<file path="src/rtl/seq_shr.sv">
// seq_shr: sequential right shifter that moves one bit per clock.
// A request loads the operand and a saturated shift count. The FSM then
// shifts once per cycle with zero or sign fill and publishes the result on d,
// with a one-cycle done pulse.
module seq_shr #(
  parameter int WIDTH = 8
) (
  input  logic             clk,
  input  logic             rst_n,
  input  logic             start,
  input  logic             arith,
  input  logic [WIDTH-1:0] a,
  input  logic [WIDTH-1:0] sh_amt,
  output logic [WIDTH-1:0] d,
  output logic             done,
  output logic             busy
);

  // The counter must be able to hold WIDTH itself, which is the saturated amount.
  localparam int CW = $clog2(WIDTH + 1);
  localparam logic [WIDTH-1:0] SAT_AMT = WIDTH[WIDTH-1:0];
  localparam logic [CW-1:0] SAT_CNT = WIDTH[CW-1:0];

  typedef enum logic [1:0] {
    IDLE  = 2'd0,
    SHIFT = 2'd1,
    DONE  = 2'd2
  } state_t;

  state_t           state_reg, state_next;
  logic [WIDTH-1:0] work_reg, work_next;
  logic [WIDTH-1:0] d_reg, d_next;
  logic [CW-1:0]    cnt_reg, cnt_next;
  logic             arith_reg, arith_next;
  logic             sign_reg, sign_next;
  logic [CW-1:0]    cnt_load;
  logic [WIDTH-1:0] work_shifted;

  // Clamp the requested amount to WIDTH. Anything larger shifts every bit out.
  always_comb begin
    cnt_load = sh_amt[CW-1:0];
    if (sh_amt >= SAT_AMT) begin
      cnt_load = SAT_CNT;
    end
  end

  // Shift by one position. The fill is the latched sign bit only in arithmetic mode.
  always_comb begin
    work_shifted = {arith_reg & sign_reg, work_reg[WIDTH-1:1]};
  end

  // Next-state logic. d is only updated on the transition into DONE.
  always_comb begin
    state_next = state_reg;
    work_next  = work_reg;
    d_next     = d_reg;
    cnt_next   = cnt_reg;
    arith_next = arith_reg;
    sign_next  = sign_reg;
    case (state_reg)
      IDLE: begin
        if (start) begin
          work_next  = a;
          arith_next = arith;
          sign_next  = a[WIDTH-1];
          cnt_next   = cnt_load;
          if (cnt_load == '0) begin
            state_next = DONE;
            d_next     = a;
          end else begin
            state_next = SHIFT;
          end
        end
      end
      SHIFT: begin
        work_next = work_shifted;
        cnt_next  = cnt_reg - CW'(1);
        if (cnt_reg == CW'(1)) begin
          state_next = DONE;
          d_next     = work_shifted;
        end
      end
      DONE: begin
        state_next = IDLE;
      end
      default: begin
        state_next = IDLE;
      end
    endcase
  end

  // State and datapath registers. Reset wins over any request or operation in flight.
  always_ff @(posedge clk) begin
    if (!rst_n) begin
      state_reg <= IDLE;
      work_reg  <= '0;
      d_reg     <= '0;
      cnt_reg   <= '0;
      arith_reg <= 1'b0;
      sign_reg  <= 1'b0;
    end else begin
      state_reg <= state_next;
      work_reg  <= work_next;
      d_reg     <= d_next;
      cnt_reg   <= cnt_next;
      arith_reg <= arith_next;
      sign_reg  <= sign_next;
    end
  end

  assign d    = d_reg;
  assign done = (state_reg == DONE);
  assign busy = (state_reg != IDLE);

endmodule
</file>
<file path="config.mk">
export PLATFORM = sky130hd
export DESIGN_NAME = seq_shr
export DESIGN_NICKNAME = d
export VERILOG_FILES = /design/src/rtl/seq_shr.sv
export SDC_FILE = /design/constraint.sdc
export NUM_CORES = 1
export LEC_CHECK = 0
export ABC_AREA = 1
export CAP_MARGIN = 20
export CORE_MARGIN = 3
export CORE_UTILIZATION = 43
export DETAILED_ROUTE_END_ITERATION = 6
export GPL_ROUTABILITY_DRIVEN = 0
export GPL_TIMING_DRIVEN = 0
export HOLD_SLACK_MARGIN = 0.02
export PLACE_DENSITY = 0.75
export REMOVE_ABC_BUFFERS = 1
export SLEW_MARGIN = 30
export SYNTH_ARGS = -nofsm -noshare
export SYNTH_HDL_FRONTEND = slang
export SYNTH_SLANG_ARGS = --single-unit
</file>
<file path="constraint.sdc">
create_clock -name clk -period 1.25 [get_ports clk]
set_clock_uncertainty 0.05 [all_clocks]
set_input_delay 0.3125 -clock clk [delete_from_list [all_inputs] [get_ports clk]]
set_output_delay 0.3125 -clock clk [all_outputs]
set_load 0.01 [all_outputs]
</file>
Word level (Yosys, flattened, before mapping). Cells that the tools add are included.

Add/subtract/negate cells: 1. Order comparisons: 1. Equal/unequal tests: 6. Multiplexer cells: 13. Bitwise gates (word level): 1. Reductions and logical operators: 8.

Operators by type and width (number): $mux 8 (4); $pmux 8 s2 (2); $ge 8x4->1 const B (1); $mux 4 (2); $pmux 4 s2 (1); $mux 2 (3); $ne 2x2->1 const B (3); $reduce_and 2->1 (3); $eq 4x1->1 const B (1); $logic_not 4->1 (1); $pmux 2 s2 (1); $reduce_and 4->1 (1); $reduce_bool 2->1 (2); $sub 4x1->4 const B (1); $eq 2x1->1 const B (1); $eq 2x2->1 const B (1); $logic_not 2->1 (1); $and 1x1->1 (1).

Register bits after elaboration: 24. Input port bits: 20. Output and inout port bits: 10. Logic and storage cells: 36.

Longest topological paths before layout.
Depth in word-level cells: 6. Mapped depth: 10. Gate-level depth less buffers: 9.

Least setup slack after synthesis. OpenSTA, ideal clock, no wires.

Path type: register to register. From: reg cnt_reg[1]. To: reg d_reg[0], in the netlist d[0]. Setup time: 0.115 ns. Arrival time: 1.173 ns. Required time: 1.085 ns. Slack: -0.088 ns. Stages on the path, launching flop included: 9. Path buffers: 1. Cell sequence: dfxtp_1 -> inv_1 -> ha_1 -> nand3_1 -> o21ai_4 -> buf_6 -> nand3_1 -> nand2_1 -> nor2_1.

Cells in the longest elaborated chain, start to end: 3.

Ends and longest elaborated chain: start, declared (RTL line 33) `logic [CW-1:0] cnt_reg, cnt_next;`; start signal, assigned (RTL line 105) `cnt_reg <= cnt_next;`; $eq 4x1->1 (RTL line 78) `if (cnt_reg == CW'(1)) begin`; $ne 2x2->1 (no line); $reduce_and 4->1 (no line); end signal, assigned (RTL line 104) `d_reg <= d_next;`; end, declared (RTL line 32) `logic [WIDTH-1:0] d_reg, d_next;`.

No other way between the ends. A chain may end at the register's enable or synchronous reset.

Worst setup path in the final report.
From: reg cnt_reg[1]. To: reg d_reg[6], in the netlist d[6].

The elaborated chain is that of the path after synthesis.

==> results by stage <==
Outcome:
- The flow ran to the end, but the final reports show violations.
- The checks that failed: setup timing.

STA:
- Across all setup checks in the final design, the least slack found is -0.224 ns.
- The minimum clock period after layout is ~1.5 ns.
- At the pin with the least slew margin, the transition time is about 0.51 ns.
- The final hold violation count is 0.
- Hold timing on the final database bottoms out at a slack of about 0.43 ns.
- In the final timing run, aggregate negative setup slack is -2.58 ns.
- Setup repair after global routing could not meet its margin everywhere.
- The count of pins over their slew limit is 0.
- The achievable frequency is 0.679 GHz.
- Setup violations remaining at the end of the flow were counted as 24.
- The headroom to the max-slew limit is 66.1%.
- The share of the clock period used by the worst path is 118%.

Global routing:
- The global-route met3 utilization is between 2 and 3%.
- The first global-routing pass estimated between 5000 and 6000 um of wire.
- The total grt overflow is 0.
- The global router's overall resource usage is between 10% and 20%.
- For this run, global-route usage on met2 was measured as ~36%.
- met2 is the most crowded layer.
- The number of antenna violations at the first check in global routing is 0.
- The met1 demand-to-capacity share in global routing is between 20% and 30%.
- The largest net degree at the start of global routing is 21.
- The number of global-route vias before repair is roughly 1200.

Synth:
- Of the total synthesized cell area, the portion taken by AND, OR, NAND and NOR gates is 30.1%.
- Summed over all instances, the cell type with the most area after synthesis is sky130_fd_sc_hd__dfxtp_1.
- The fraction of synthesized cell area taken by the top area cell type is 39.7%.
- A synthesized cell averages 6.63 sq um.
- Of the post-synthesis cell area, the part taken by muxes is 0%.
- Counting flops and latches in the post-synthesis netlist gives 23.
- The distinct cell type count after synthesis is 19.
- The complex-gate fraction of the synthesized area is between 10% and 20%.
- The area of the mapped netlist is between 0.001 and 0.0015 sq mm.
- Of the total synthesized cell area, the portion taken by XOR and XNOR cells is less than 1%.
- The count of mapped cells out of synthesis is 175.
- The main combinational cell family by area after synthesis is simple AND/OR/NAND/NOR gates.
- For this run, the number of Yosys warnings is 0.
- In the post-synthesis netlist, the biggest area contributors are sky130_fd_sc_hd__dfxtp_1, sky130_fd_sc_hd__nand2_1, sky130_fd_sc_hd__a21oi_1.
- Sequential elements use 39.7% of the synthesized area.
- After Yosys synthesis, full adders, half adders and majority gates account for 2.16% of the synthesized area.

Power:
- The worst-case IR drop observed on VDD is ~0.0011 V.
- Overall power consumption after layout is estimated at 2.10 mW.
- Power spread over the standard cell area amounts to between 1000 and 1500 mW/mm^2.
- The static leakage is approximately 0.87 nW.

Floorplanning:
- The width of the die is 58.0 um.
- The area of the core is approximately 0.0025 sq mm.
- 30 I/O pins were placed.
- The effective utilization at floorplan is between 40% and 50%.
- The floorplan step set the die height to between 50 and 60 um.
- The die footprint is between 0.003 and 0.004 sq mm.
- Row generation in the floorplan step produced 18 rows.

Placed design:
- After detailed placement, the design holds a cell count of around 230.
- At the placement stage, the worst setup path has a slack of -0.620 ns.
- The number of I/O port buffers is 29.
- Summed over all nets, the half-perimeter wirelength after detailed placement is 1800 um.
- After detailed placement, the total cell area comes to ~0.0014 sq mm.

Setup path:
- The path depth of the worst reg2reg path is 8.
- The data required time of the worst path is approximately 1.4 ns.
- Data arrives at the worst endpoint at 1.65 ns.
- Traced cell by cell, the critical path runs through inv_2, ha_4, nand3_4, o21ai_4, clkbuf_16, nand3_2, nand2_1, nor2_1.
- The maximum fanout along the worst path is 4.
- The register-to-register setup slack is -0.22 ns.
- Among all stages on the critical path, the largest delay is contributed by sky130_fd_sc_hd__dfxtp_2.
- The worst register-to-register path begins at cnt_reg[1]$_SDFFE_PN0P_.
- The delay of the slowest cell on the worst path is about 0.35 ns.
- The startpoint type of the worst setup path is a flip-flop.
- The number of buffer and inverter instances along the worst setup path is 2.
- STA classifies the critical path endpoint as a flip-flop.
- The worst reg2reg path endpoint is d[6]$_SDFFE_PN0P_.
- The critical path start-end classification is flip-flop to flip-flop.
- Grouping stages by cell kind, the critical path spends the most delay in flip-flops.

Clock tree:
- The register clock-pin slew on the reported worst setup and hold paths is 0.12 ns.
- The tree is rooted in a sky130_fd_sc_hd__clkbuf_4.
- TritonCTS built the clock tree.
- The clock drives 23 sinks.
- The CTS buffer count is 3.
- Clock latency on the worst-skew pair, taken at its later pin, is 0.32 ns.
- In this run the number of H-tree levels came out at 1.
- The maximum buffer depth of the clock tree is 2.

Route:
- The detailed router finished its first iteration with around 60 violations.
- For this run, design rule violations remaining after detail routing come to 0.
- Dividing the detail-routed via count by the number of cells gives roughly 5.6.
- The total iterations of the first detailed-routing run is 4.
- Once detail routing completed, the nets flagged for antenna violations numbered 0.
- The final route contains 1412 vias.
- The average wire per standard cell is between 15 and 20 um.
- The final layout contains routed wiring with a total length of 4330 um.

Final layout:
- The flip-flop count of the largest register after layout is 8.
- The number of diodes added for antenna fixing is 0.
- Leaving out filler cells and counting taps, the final layout contains around 250.
- The count of filler cells inserted in the layout is 158.
- The number of nets in the layout is approximately 250.
- Summing all non-filler instances in the final layout gives an area of roughly 0.002 sq mm.
- The final design utilization is 79.6%.
- The area growth from synthesis to layout is 72.8%.
- The fraction of layout instances using a drive strength above 1 is a little over two fifths.

Min path:
- The path with the worst hold slack has its endpoint at d[3]$_SDFFE_PN0P_.
- In this run the most critical hold path is launched from d[3]$_SDFFE_PN0P_.
- The number of stages on the worst hold path is 2.
- In this run the worst hold path is classified as flip-flop to flip-flop.

Flow run:
- The number of max-capacitance violations reported is 0.
cells in the final DEF (no fill, tap or decap), drive strengths merged:
master         Yosys  routed
inv               20      18
nor2              33      33
ha                 2       2
a21oi             24      24
nand3             12      12
clkdlybuf4s50      0      16
dfxtp             23      23
xnor2              1       1
clkdlybuf4s15      0       2
nor3               1       1
clkinvlp           0       2
o21ai             12      12
buf                5      22
dlymetal6s2s       0       2
clkbuf             2       8
dlygate4sd2        0       1
nand4              1       1
nand2             39      42
cell usage after synthesis (all sizes together):
library cell	number
inv	20
o21ai	12
nand3	12
a21oi	24
xnor2	1
clkbuf	2
nand2	39
nor3	1
nor2	33
nand4	1
dfxtp	23
buf	5
ha	2
tightest hold or removal path: stages, from the launching register on:
cell and delay (ns):
sky130_fd_sc_hd__dfxtp_2 0.35, sky130_fd_sc_hd__a21oi_1 0.04, sky130_fd_sc_hd__nor2_1 0.07
logic make-up after synthesis:
logic type / count (synthesis)
AO/OA/AOI/OAI: 36
XOR/XNOR: 1
adder cells (fa/ha/maj): 2
buffers and inverters: 27
flip-flops: 23
AND/OR/NAND/NOR: 86
routing by layer:
| layer | up-vias | wire [um] |
|---|---|---|
| met5 | - | 0 |
| met4 | 0 | 165 |
| met3 | 21 | 273 |
| met2 | 63 | 2230 |
| met1 | 674 | 1670 |
| li1 | 654 | - |
power breakdown:
part	leakage (nW)	switching (mW)	internal [mW]
Combinational	0.665	0.479	0.403
Clock	0.0150	0.233	0.125
Sequential	0.194	0.0537	0.806
Total	0.873	0.765	1.33
worst max-delay path by stage:
stage                                     to  depth (start not counted)                    start
floorplan                  d[0]$_SDFFE_PN0P_                          7  cnt_reg[1]$_SDFFE_PN0P_
CTS                        d[2]$_SDFFE_PN0P_                          8  cnt_reg[1]$_SDFFE_PN0P_
global placement           d[0]$_SDFFE_PN0P_                          9                sh_amt[7]
global route               d[6]$_SDFFE_PN0P_                          8  cnt_reg[1]$_SDFFE_PN0P_
finish                     d[6]$_SDFFE_PN0P_                          8  cnt_reg[1]$_SDFFE_PN0P_
detailed placement  work_reg[5]$_SDFFE_PN0P_                          5                    start
cell type report:
cell class	count	area, sq um	share of cell area (%)
multi-input combinational	128	867	43.2
timing repair buffer	47	510	25.4
sequential	23	478	23.8
inverter	20	87.6	4.36
tap	30	37.5	1.87
clock buffer	4	26.3	1.31
repair_timing:
action                     4_1_cts  5_1_grt
setup buffers                    5        9
setup endpoints to repair       31       31
gates resized for setup         60       71
cloned                           2        5
pin swaps                        4       24
hold buffers                     0        0
hold endpoints to repair         0        0
(Power assumes the default switching activity.)
==> edit: new RTL, config.mk and constraints unchanged <==
The 3 states of `state_t` get a one-hot encoding in 3 bits.
--- a/src/rtl/seq_shr.sv
+++ b/src/rtl/seq_shr.sv
@@ -21,10 +21,10 @@
   localparam logic [WIDTH-1:0] SAT_AMT = WIDTH[WIDTH-1:0];
   localparam logic [CW-1:0] SAT_CNT = WIDTH[CW-1:0];
 
-  typedef enum logic [1:0] {
-    IDLE  = 2'd0,
-    SHIFT = 2'd1,
-    DONE  = 2'd2
+  typedef enum logic [2:0] {
+    IDLE  = 3'b001,
+    SHIFT = 3'b010,
+    DONE  = 3'b100
   } state_t;
 
   state_t           state_reg, state_next;
Function: same outputs for any inputs over 10 cycles, from zero or initial values and one cycle with rst_n low; not proved beyond that.
==> edit against the unedited design <==
The flow still finishes with violations (negative setup slack). Total power is 4.8% higher. Synthesized cell count is 2.3% higher. Area after synthesis is 4.8% higher. Final area is 2.1% lower. Combinational power is 19% lower. Critical path depth is 1 higher. Worst setup slack better by 0.018 ns. Wire length is 1.4% lower. Sequential share of layout area is 2.0 points higher. Clock power is 64% higher. Sequential cell count is 1 higher. Hold slack worse by 0.18 ns. Critical path type unchanged. Critical endpoint unchanged.
==> edit: results (changes against the unedited design) <==
outcome:
  status: "finished, violations left"
  violations: "negative setup slack"
final_layout:
  finalNetCount: 253  # +3.3%
  nNonClkInverters: 24  # +20%
  drive_gt1_share_pct: 38.7  # -5.0 points
  clockNetworkAreaShare_pct: 2.68  # +1.4 points
  nFillCells: 186  # +18%
  fin_cells: 260  # +3.2%
  ff_latch_area_um2: 507  # +6.0%
  buffers_excl_clock: 50  # +6.4%
  buf_share_pct: 22.3  # -3.1 points
  seq-cell-share_pct: 25.8  # +2.0 points
  multi_input_area_share_pct: 41.8  # -1.4 points
yosys:
  synth.top_cells.by_count: "33 x nor2_1, 30 x nand2_1, 24 x dfxtp_1, 20 x inv_1, 16 x o21ai_0"
  synth.distinct_cells: 21  # +2
  ys_ff_latch: 24  # +4.3%
  yosys.area_share.xor_xnor_pct: 0  # -0.75 points
  yosys-top-cells-area: "dfxtp_1 39%, nor2_1 10%, nand2_1 9.2%, o21ai_0 6.6%, inv_1 6.2%"
  synth_cells: 179  # +2.3%
  yosysSeqAreaShare_pct: 39.5  # -0.19 points
  synth.most_common_cell: "nor2_1"
  synth_compound_area_share_pct: 13.2  # -3.7 points
clocking:
  ctsResizeCount: 87  # +45%
  postCtsSetupBuffers: 10  # +5
  clk_pin_slew_ns: 0.14  # +0.02 ns
global_routing:
  antenna_found_initial: 0  # unchanged
  track_usage_pct: 19.3  # -0.67 points
  grt_first_pass_wirelength_mm: 5.26  # +0.92%
  grt_pass1_vias: 1248  # +4.9%
  grt_max_degree: 22  # +4.8%
min_path:
  worstHoldStart: "sh_amt[0]"
  hold_path_end: "cnt_reg[0]"
  min_path_cells: 3  # +1
  worstHoldPathType: "input pin to flip-flop"
sta:
  totalNegativeSetupSlack_ns: -2.60  # -0.0206 ns
  setup_ws_ns: -0.206  # +0.0181 ns
  setup_violations: 23  # -4.2%
  hold_ws_ns: 0.246  # -0.184 ns
  worst_slew_pin_slew_ns: 0.364  # -0.145 ns
placed_design:
  placed_area_mm2: 0.00151  # +4.4%
  post-place-ws_ns: -0.733  # -0.112 ns
  dp_hpwl_mm: 2.08  # +16%
  placed_cells: 232  # +2.2%
die:
  die_w_um: 59.2  # +2.1%
setup_path:
  cp_max_fo: 8  # +4
  r2r_cells: 9  # +1
  max_stage_delay_ns: 0.40  # +0.05 ns
  startpoint: "cnt_reg[0]"
  path_delay_family: "simple AND/OR/NAND/NOR gates"
  cp_slowest_cell: "dfxtp_4"
power_and_ir_drop:
  p_leak_nw: 0.917  # +5.0%
  internal_power_mw: 1.47  # +10%
detailed_routing:
  vias: 1450  # +2.7%
  drc: 0  # unchanged
  finalWirelength_mm: 4.27  # -1.4%
edit: cell types whose count changed after synthesis, moves of 2 or more:
cell,before,now
nor2_4,0,3
nand2_1,37,30
a21oi_1,24,10
inv_2,0,4
o21ai_1,0,3
clkbuf_1,2,0
nand3_2,0,2
o21ai_0,10,16
buf_1,0,2
nand3_1,12,14
nand4_1,1,4
edit: power by group through the flow:
stage	registers [mW]	logic [mW]	clock network (mW)
after floorplan	0.889	0.265	0
after global placement	0.890	0.408	0
after detailed placement	0.894	0.427	0
after CTS	0.886	0.486	0.583
after global routing	0.908	0.762	0.618
final	0.900	0.711	0.588
edit: per-layer routing:
layer / part of all wire, % / up-vias / GRT usage, %
li1: - / 681 / -
met1: 40 / 704 / 24.6
met2: 53 / 52 / 33.7
met3: 5.2 / 13 / 2.83
met4: 2.3 / 0 / 4.85
met5: 0 / - / 0
